### config.mk
export PLATFORM = sky130hd
export DESIGN_NAME = weapon_fire_resolver
export DESIGN_NICKNAME = d
export VERILOG_FILES = /design/src/rtl/weapon_fire_resolver.sv
export SDC_FILE = /design/constraint.sdc
export NUM_CORES = 1
export LEC_CHECK = 0
export BUFFER_PORTS_ARGS = -buffer_cell sky130_fd_sc_hd__buf_2
export CAP_MARGIN = 30
export CELL_PAD_IN_SITES_DETAIL_PLACEMENT = 1
export CELL_PAD_IN_SITES_GLOBAL_PLACEMENT = 1
export CORE_MARGIN = 3
export CORE_UTILIZATION = 48
export CTS_CLUSTER_DIAMETER = 200
export DETAILED_ROUTE_END_ITERATION = 12
export HOLD_SLACK_MARGIN = 0.1
export PLACE_DENSITY = 0.88
export SYNTH_ARGS = -nofsm -noshare
export SYNTH_HDL_FRONTEND = slang
export SYNTH_SLANG_ARGS = --single-unit
### constraint.sdc
create_clock -name clk -period 3.28 [get_ports clk]
set_clock_uncertainty 0.1 [all_clocks]
set_input_delay 0.328 -clock clk [delete_from_list [all_inputs] [get_ports clk]]
set_output_delay 0.328 -clock clk [all_outputs]
set_load 0.01 [all_outputs]
### src/rtl/weapon_fire_resolver.sv
`default_nettype none
//==============================================================================
// weapon_fire_resolver - turns the weapon controller's Firing pulse into ammo,
// gun animation, enemy damage/flash, kill counting and respawn. Rev 1.0
// Optional macro INFINITE_AMMO_EN: ammo pinned at MAX_AMMO, reload ignored.
//==============================================================================
module weapon_fire_resolver #(
    parameter int ENEMY_HP      = 3,
    parameter int DAMAGE        = 1,
    parameter int MAX_AMMO      = 8,
    parameter int FRAME_TICKS   = 12_500_000,
    parameter int RESPAWN_TICKS = 100_000_000
) (
    input  logic       clk,
    input  logic       rst,
    input  logic [2:0] weapon_state,
    input  logic       on_target,
    input  logic       reload,
    output logic       shot_fired,
    output logic [1:0] gun_frame,
    output logic [3:0] ammo,
    output logic [3:0] enemy_health,
    output logic       enemy_alive,
    output logic       hit_flash,
    output logic [7:0] kill_count
);

    localparam int FRAME_W = $clog2(FRAME_TICKS + 1);
    localparam int RESP_W  = $clog2(RESPAWN_TICKS + 1);

    localparam logic [FRAME_W-1:0] FRAME_LAST   = FRAME_W'(FRAME_TICKS - 1);
    localparam logic [RESP_W-1:0]  RESPAWN_LOAD = RESP_W'(RESPAWN_TICKS);
    localparam logic [3:0]         HP_FULL      = 4'(ENEMY_HP);
    localparam logic [3:0]         DMG          = 4'(DAMAGE);
    localparam logic [3:0]         AMMO_FULL    = 4'(MAX_AMMO);

    localparam logic [2:0] WS_LOADED = 3'b001;
    localparam logic [2:0] WS_FIRING = 3'b010;

    localparam logic [1:0] ST_READY  = 2'd0;
    localparam logic [1:0] ST_FLASH  = 2'd1;
    localparam logic [1:0] ST_RECOIL = 2'd2;

    logic [1:0]         state_q, state_d;
    logic [FRAME_W-1:0] frame_cnt_q, frame_cnt_d;
    logic [2:0]         prev_state_q;
    logic [3:0]         ammo_q, ammo_d;
    logic [3:0]         health_q, health_d;
    logic               alive_q, alive_d;
    logic               flash_q, flash_d;
    logic [FRAME_W-1:0] flash_cnt_q, flash_cnt_d;
    logic [RESP_W-1:0]  respawn_q, respawn_d;
    logic [7:0]         kills_q, kills_d;
    logic               shot_q;

    logic       fire_evt;
    logic       shot_ok;
    logic       hit;
    logic [3:0] dmg_health;

    // A held Firing state fires once: only the entry cycle counts.
    assign fire_evt   = (weapon_state == WS_FIRING) && (prev_state_q != WS_FIRING);
    assign shot_ok    = fire_evt && (state_q == ST_READY) && (ammo_q != 4'd0);
    assign hit        = shot_ok && on_target && alive_q;
    assign dmg_health = (health_q > DMG) ? (health_q - DMG) : 4'd0;

    always_comb begin
        state_d     = state_q;
        frame_cnt_d = frame_cnt_q;
        case (state_q)
            ST_READY: begin
                if (shot_ok) begin
                    state_d     = ST_FLASH;
                    frame_cnt_d = '0;
                end
            end
            ST_FLASH: begin
                if (frame_cnt_q == FRAME_LAST) begin
                    state_d     = ST_RECOIL;
                    frame_cnt_d = '0;
                end else begin
                    frame_cnt_d = frame_cnt_q + 1'b1;
                end
            end
            ST_RECOIL: begin
                if (frame_cnt_q == FRAME_LAST) begin
                    state_d     = ST_READY;
                    frame_cnt_d = '0;
                end else begin
                    frame_cnt_d = frame_cnt_q + 1'b1;
                end
            end
            default: begin
                state_d     = ST_READY;
                frame_cnt_d = '0;
            end
        endcase
    end

    always_comb begin
`ifdef INFINITE_AMMO_EN
        ammo_d = AMMO_FULL;
`else
        ammo_d = ammo_q;
        if (shot_ok) begin
            ammo_d = ammo_q - 4'd1;
        end else if (reload && (state_q == ST_READY) && !fire_evt) begin
            ammo_d = AMMO_FULL;
        end
`endif
    end

    always_comb begin
        health_d    = health_q;
        alive_d     = alive_q;
        kills_d     = kills_q;
        respawn_d   = respawn_q;
        flash_d     = flash_q;
        flash_cnt_d = flash_cnt_q;
        if (hit) begin
            health_d    = dmg_health;
            flash_d     = 1'b1;
            flash_cnt_d = FRAME_LAST;
            if (dmg_health == 4'd0) begin
                alive_d   = 1'b0;
                respawn_d = RESPAWN_LOAD;
                if (kills_q != 8'hFF) begin
                    kills_d = kills_q + 8'd1;
                end
            end
        end else if (flash_q) begin
            if (flash_cnt_q == '0) begin
                flash_d = 1'b0;
            end else begin
                flash_cnt_d = flash_cnt_q - 1'b1;
            end
        end
        // Hits need a live enemy, so the respawn countdown never collides with one.
        if (!alive_q) begin
            if (respawn_q <= RESP_W'(1)) begin
                alive_d   = 1'b1;
                health_d  = HP_FULL;
                respawn_d = '0;
            end else begin
                respawn_d = respawn_q - 1'b1;
            end
        end
    end

    always_ff @(posedge clk or negedge rst) begin
        if (!rst) begin
            state_q      <= ST_READY;
            frame_cnt_q  <= '0;
            prev_state_q <= WS_LOADED;
            ammo_q       <= AMMO_FULL;
            health_q     <= HP_FULL;
            alive_q      <= 1'b1;
            flash_q      <= 1'b0;
            flash_cnt_q  <= '0;
            respawn_q    <= '0;
            kills_q      <= 8'd0;
            shot_q       <= 1'b0;
        end else begin
            state_q      <= state_d;
            frame_cnt_q  <= frame_cnt_d;
            prev_state_q <= weapon_state;
            ammo_q       <= ammo_d;
            health_q     <= health_d;
            alive_q      <= alive_d;
            flash_q      <= flash_d;
            flash_cnt_q  <= flash_cnt_d;
            respawn_q    <= respawn_d;
            kills_q      <= kills_d;
            shot_q       <= shot_ok;
        end
    end

    always_comb begin
        gun_frame = 2'd0;
        if (state_q == ST_FLASH) begin
            gun_frame = 2'd1;
        end else if (state_q == ST_RECOIL) begin
            gun_frame = 2'd2;
`ifndef INFINITE_AMMO_EN
        end else if (ammo_q == 4'd0) begin
            gun_frame = 2'd3;
`endif
        end
    end

    assign shot_fired   = shot_q;
    assign ammo         = ammo_q;
    assign enemy_health = health_q;
    assign enemy_alive  = alive_q;
    assign hit_flash    = flash_q;
    assign kill_count   = kills_q;

endmodule
`default_nettype wire

* Word-level counts from Yosys, hierarchy flattened *
Index checks and enable logic that the tools add are counted.

storage, ports and cells
  register bits = 99
  bits in latches = 0
  bits in writable memories = 0
  memory bits (read-only) = 0
  input bits = 7
  word-level logic and storage cells = 81
  memories kept = 0

cells by class
  add/sub/neg operators = 6
  $mul = 0
  div/mod/pow operators = 0
  $lt $le $gt $ge = 2
  eq/ne operators = 12
  shift-type cells = 0
  mux-type cells = 30
  bitwise logic cells = 0
  reductions and logical operators = 20

operators with widths
  cell                   count
  $mux 24                5
  $mux 27                4
  $pmux 24 s2            1
  $le 27x1->1 const B    1
  $sub 27x1->27 const B  1
  $add 24x1->24 const B  1
  $eq 24x24->1 const B   1
  $logic_not 24->1       1
  $mux 4                 6
  $sub 24x1->24 const B  1
  $mux 2                 6
  $add 8x1->8 const B    1
  $logic_not 4->1        2
  $ne 2x2->1 const B     4
  $ne 8x8->1 const B     1
  $sub 4x1->4 const B    2
  $logic_and 1x1->1      7
  $mux 1                 7
  $pmux 2 s3             1
  $reduce_and 3->1       2
  $gt 4x1->1 const B     1
  $ne 2x1->1 const B     2
  $reduce_and 2->1       2
  $reduce_bool 2->1      2
  other kinds (8)        8

* Depth between registers and ports, before layout *
  word-level depth = 9
  gate-level depth with buffers = 9

* Least setup slack after synthesis *
No wires, ideal clock.

  path kind = register to register
  start = register ammo_q[0], in the netlist ammo[0]
  end = register kills_q[1], in the netlist kill_count[1]
  setup time = 125 ps
  arrival = 2322 ps
  required time = 3055 ps
  setup slack = 733 ps
  cell stages (with the launch flop) = 8
  buffers on the path = 1
  path through = dfrtp_1 > inv_1 > ha_1 > nor3b_1 > or4_1 > clkbuf_1 > a311oi_2 > mux2_2

on the way
  word-level cells in the longest chain between the ends = 5

RTL lines
  what                               RTL line  RTL
  start: declaration                 47        logic [3:0] ammo_q, ammo_d;
  start signal: assignment           167       ammo_q <= ammo_d;
  $reduce_bool 4->1                  63        assign shot_ok = fire_evt && (state_q == ST_READY) && (ammo_q != 4'd0);
  $logic_and 1x1->1                  63
  $logic_and 1x1->1 (2 in a row)     64        assign hit = shot_ok && on_target && alive_q;
  $reduce_and 3->1 (no source line)  -
  end signal: assignment             173       kills_q <= kills_d;
  end: declaration                   53        logic [7:0] kills_q, kills_d;

Every way passes these cells.
A chain may end at the register's enable or synchronous reset.

* Worst setup path after layout *
  start = input weapon_state[2]
  end = register kills_q[1], in the netlist kill_count[1]

on the way
  word-level cells in the longest chain between the ends = 7

RTL lines
  what                               RTL line  RTL
  start: declaration                 16        input logic [2:0] weapon_state,
  $eq 3x2->1                         62        assign fire_evt = (weapon_state == WS_FIRING) && (prev_state_q != WS_FIRING);
  $logic_and 1x1->1                  62
  $logic_and 1x1->1 (2 in a row)     63
  $logic_and 1x1->1 (2 in a row)     64
  $reduce_and 3->1 (no source line)  -

Every way passes these cells.

==> impl_metrics.ini <==
[power]
swShare_pct = 33.4
p_per_area_nw_per_um2 = 445
p_leak_nw = 2.36
internal-power_mw = 1.75
clkPwrFrac_pct = 30.1
p_seq_share_pct = 50.9
p_switching_mw = 0.878
combPwrFrac_pct = 19.0
ir_drop_uv = 421

[place]
place_hpwl_um = 10100
gp_congestion = 0.834
io_buffer_count = 27

[critical_path]
cp.required_ps = 3470
rrSetupSlack_ps = 520
rr_worst_depth = 6
end_kind = flop
crit_type = in2reg
worstPathMaxFanout = 7
reg2reg_from = respawn_q[10]
start_kind = primary input
r2r_end = respawn_q[23]
arrival_ps = 3040

[synth]
synth_edf_count = 0
ys.flop_type = dfrtp_1
yosysWarnings = 0
avgSynthCellArea_um2 = 9.53
syn_nets = 581
synth.yosys.seq_area_share_pct = 46.5
postSynthCellCount = 560
ys_types = 58
async_flop_share_pct = 100
yosys_register_bits = 99
syn_area_um2 = 5340

[cts]
root_buffer = clkbuf_8
clkTransAtPathRegs_ps = 100
cts_sinks = 99
cts_tree = built
cts.path.max_buffers = 2
htreeDepth = 3
clk_latency_ps = 400
numCtsBuffers = 9
cts_resized = 0

[timing]
timing.fmax_mhz = 351
setup_tns_ps = 0
hold_viol = 0
maxSlewViolCount = 0
worst_slew_pin_slew_ps = 944
fin_crit_sh_pct = 87.0
setup_viol = 0
relSlewSlack_pct = 36.9
holdWs_ps = 318
rsz0062_at_grt = no
period_needed_ps = 2850

[grt]
grt.met2_usage_pct = 42.8
antenna_found_initial = 0
grt_max_degree = 61
grt_use_met3_pct = 5.38
grt_pass1_vias = 4957
grt_pass1_wl_um = 24500
gr-usage-met1_pct = 28.9
gr-max-usage-layer = met2
grt_use_total_pct = 23.9
grt.overflow.total = 0

[routing]
antenna_left = 0
drt_iter0_drc = 212
via_per_inst = 6.23
route.vias.total = 4578
wire_per_inst_um = 19.2
totalWireLength_um = 14100
drc = 0
drtPass1Iterations = 4

[die]
core_area_um2 = 10600
num_io_pins = 28
initial_utilization_pct = 50.6
die_h_um = 111
rows = 37
die_w_um = 111
fp.dieArea_um2 = 12400

[hold_path]
min_path_type = in2reg
hold_end = ammo[2]
hold_start = reload
holdPathStages = 3

[cells_and_area]
nets = 615
syn_to_final_growth_pct = 10.4
final_layout_size_suffix_gt1_share_pct = 12.5
n_antenna_cell = 0

[run]
cap_violations = 0

[status]
status = finished, final reports clean
-- power groups by stage --
| stage | sequential (mW) | clock (mW) | combinational [mW] |
|---|---|---|---|
| after global placement | 1.35 | 0 | 0.467 |
| after detailed placement | 1.36 | 0 | 0.493 |
| after global routing | 1.35 | 0.863 | 0.567 |
| final | 1.34 | 0.789 | 0.499 |
| after floorplan | 1.35 | 0 | 0.316 |
| after CTS | 1.34 | 0.810 | 0.501 |
-- timing repair --
action / 4_1_cts / 5_1_grt
hold endpoints to repair: 57 / 0
buffers inserted: 0 / 0
hold buffers: 4 / 0
-- cell families after synthesis --
| logic type | share of synthesized area, % |
|---|---|
| flops | 46.5 |
| compound gates | 14.3 |
| buf+inv | 3.05 |
| simple gates | 25.8 |
| xor+xnor | 6.40 |
| mux | 0.609 |
| fa+ha+maj | 3.28 |
-- how the worst max path moves through the flow --
stage,startpoint,end,slack [ps],depth (start not counted)
detailed placement,ammo[0],frame_cnt_q[23],550,7
finish,weapon_state[2],kill_count[1],430,6
CTS,weapon_state[0],kill_count[1],480,6
floorplan,ammo[0],kill_count[1],730,7
global placement,ammo[0],respawn_q[26],650,7
global route,ammo[0],frame_cnt_q[23],250,7
-- cells in the mapped netlist, types with 4 or more instances --
cell,n,area (um^2)
clkbuf_1,15,56.3
a41o_1,6,60.1
nand2_1,28,105
o21ai_0,28,140
xor2_1,17,149
o31ai_1,11,82.6
nand3_1,24,120
dfrtp_1,94,2350
and3_1,9,56.3
or2_2,6,37.5
nand4_1,24,150
a22o_1,4,35.0
nor3_1,18,90.1
nor2b_1,4,25.0
o211ai_1,7,52.6
nor4_1,23,144
buf_2,4,20.0
or3_1,14,87.6
nand2b_1,6,37.5
dfstp_2,5,131
or4_1,17,128
xnor2_1,22,193
inv_1,20,75.1
nor2_1,54,203
and2_1,7,43.8
a31oi_1,4,25.0
and4_1,4,35.0
a21oi_1,23,115
ha_1,14,175
-- layer usage --
layer  part of all wire (%)  routed length, um
met5                      0                  0
met4                    1.4                195
met3                    2.6                367
met2                     52               7390
met1                     44               6140
-- area by class of cell --
type,instances,area [um^2]
fillers,1196,4660
repair buffers,44,275
inverters,20,75.1
clock inverters,7,67.6
multi-input cells,420,2700
clock buffers,9,124
well taps,136,170
flip-flops and latches,99,2480
-- state kept, by name, summed over array words and instances (netlist names) --
register	count
shot_fired	1
state_q	2
kill_count	8
respawn_q	27
flash_cnt_q	24
frame_cnt_q	24
prev_state_q	3
enemy_health	4
enemy_alive	1
hit_flash	1
ammo	4
-- placed cells by master (no fill, tap or decap), types with 4 or more instances in the layout --
| cell type | instances |
|---|---|
| dfrtp_1 | 94 |
| nor2_1 | 54 |
| nand2_1 | 28 |
| o21ai_0 | 28 |
| buf_2 | 26 |
| nand3_1 | 24 |
| nand4_1 | 24 |
| a21oi_1 | 23 |
| nor4_1 | 22 |
| xnor2_1 | 22 |
| inv_1 | 20 |
| nor3_1 | 18 |
| or4_1 | 17 |
| xor2_1 | 17 |
| or3_1 | 14 |
| ha_1 | 14 |
| buf_4 | 14 |
| o31ai_1 | 11 |
| and3_1 | 9 |
| clkbuf_8 | 9 |
| and2_1 | 7 |
| o211ai_1 | 7 |
| nand2b_1 | 6 |
| or2_2 | 6 |
| a41o_1 | 6 |
| dfstp_2 | 5 |
| nor2b_1 | 4 |
| a31oi_1 | 4 |
| and4_1 | 4 |
| a22o_1 | 4 |
| dlygate4sd3_1 | 4 |
-- stage by stage --
| step | setup WS [ps] | cell area, um^2 | power, mW | utilization, % | instances |
|---|---|---|---|---|---|
| after global routing | 252 | 5890 | 2.78 | 55.8 | 735 |
| after CTS | 484 | 5890 | 2.65 | 55.8 | 735 |
| after global placement | 646 | 5660 | 1.82 | 53.7 | 715 |
| final | 427 | 5890 | 2.63 | 55.8 | 735 |
| after floorplan | 733 | 5340 | 1.67 | - | 560 |
| after detailed placement | 550 | 5660 | 1.85 | 53.7 | 715 |
-- critical path, stage by stage --
cell	delay, ps
dlygate4sd3_1	540
buf_2	140
or3b_1	470
or4_1	650
a311oi_2	490
mux2_2	400
Note: power is estimated with default switching activity, not from simulation.
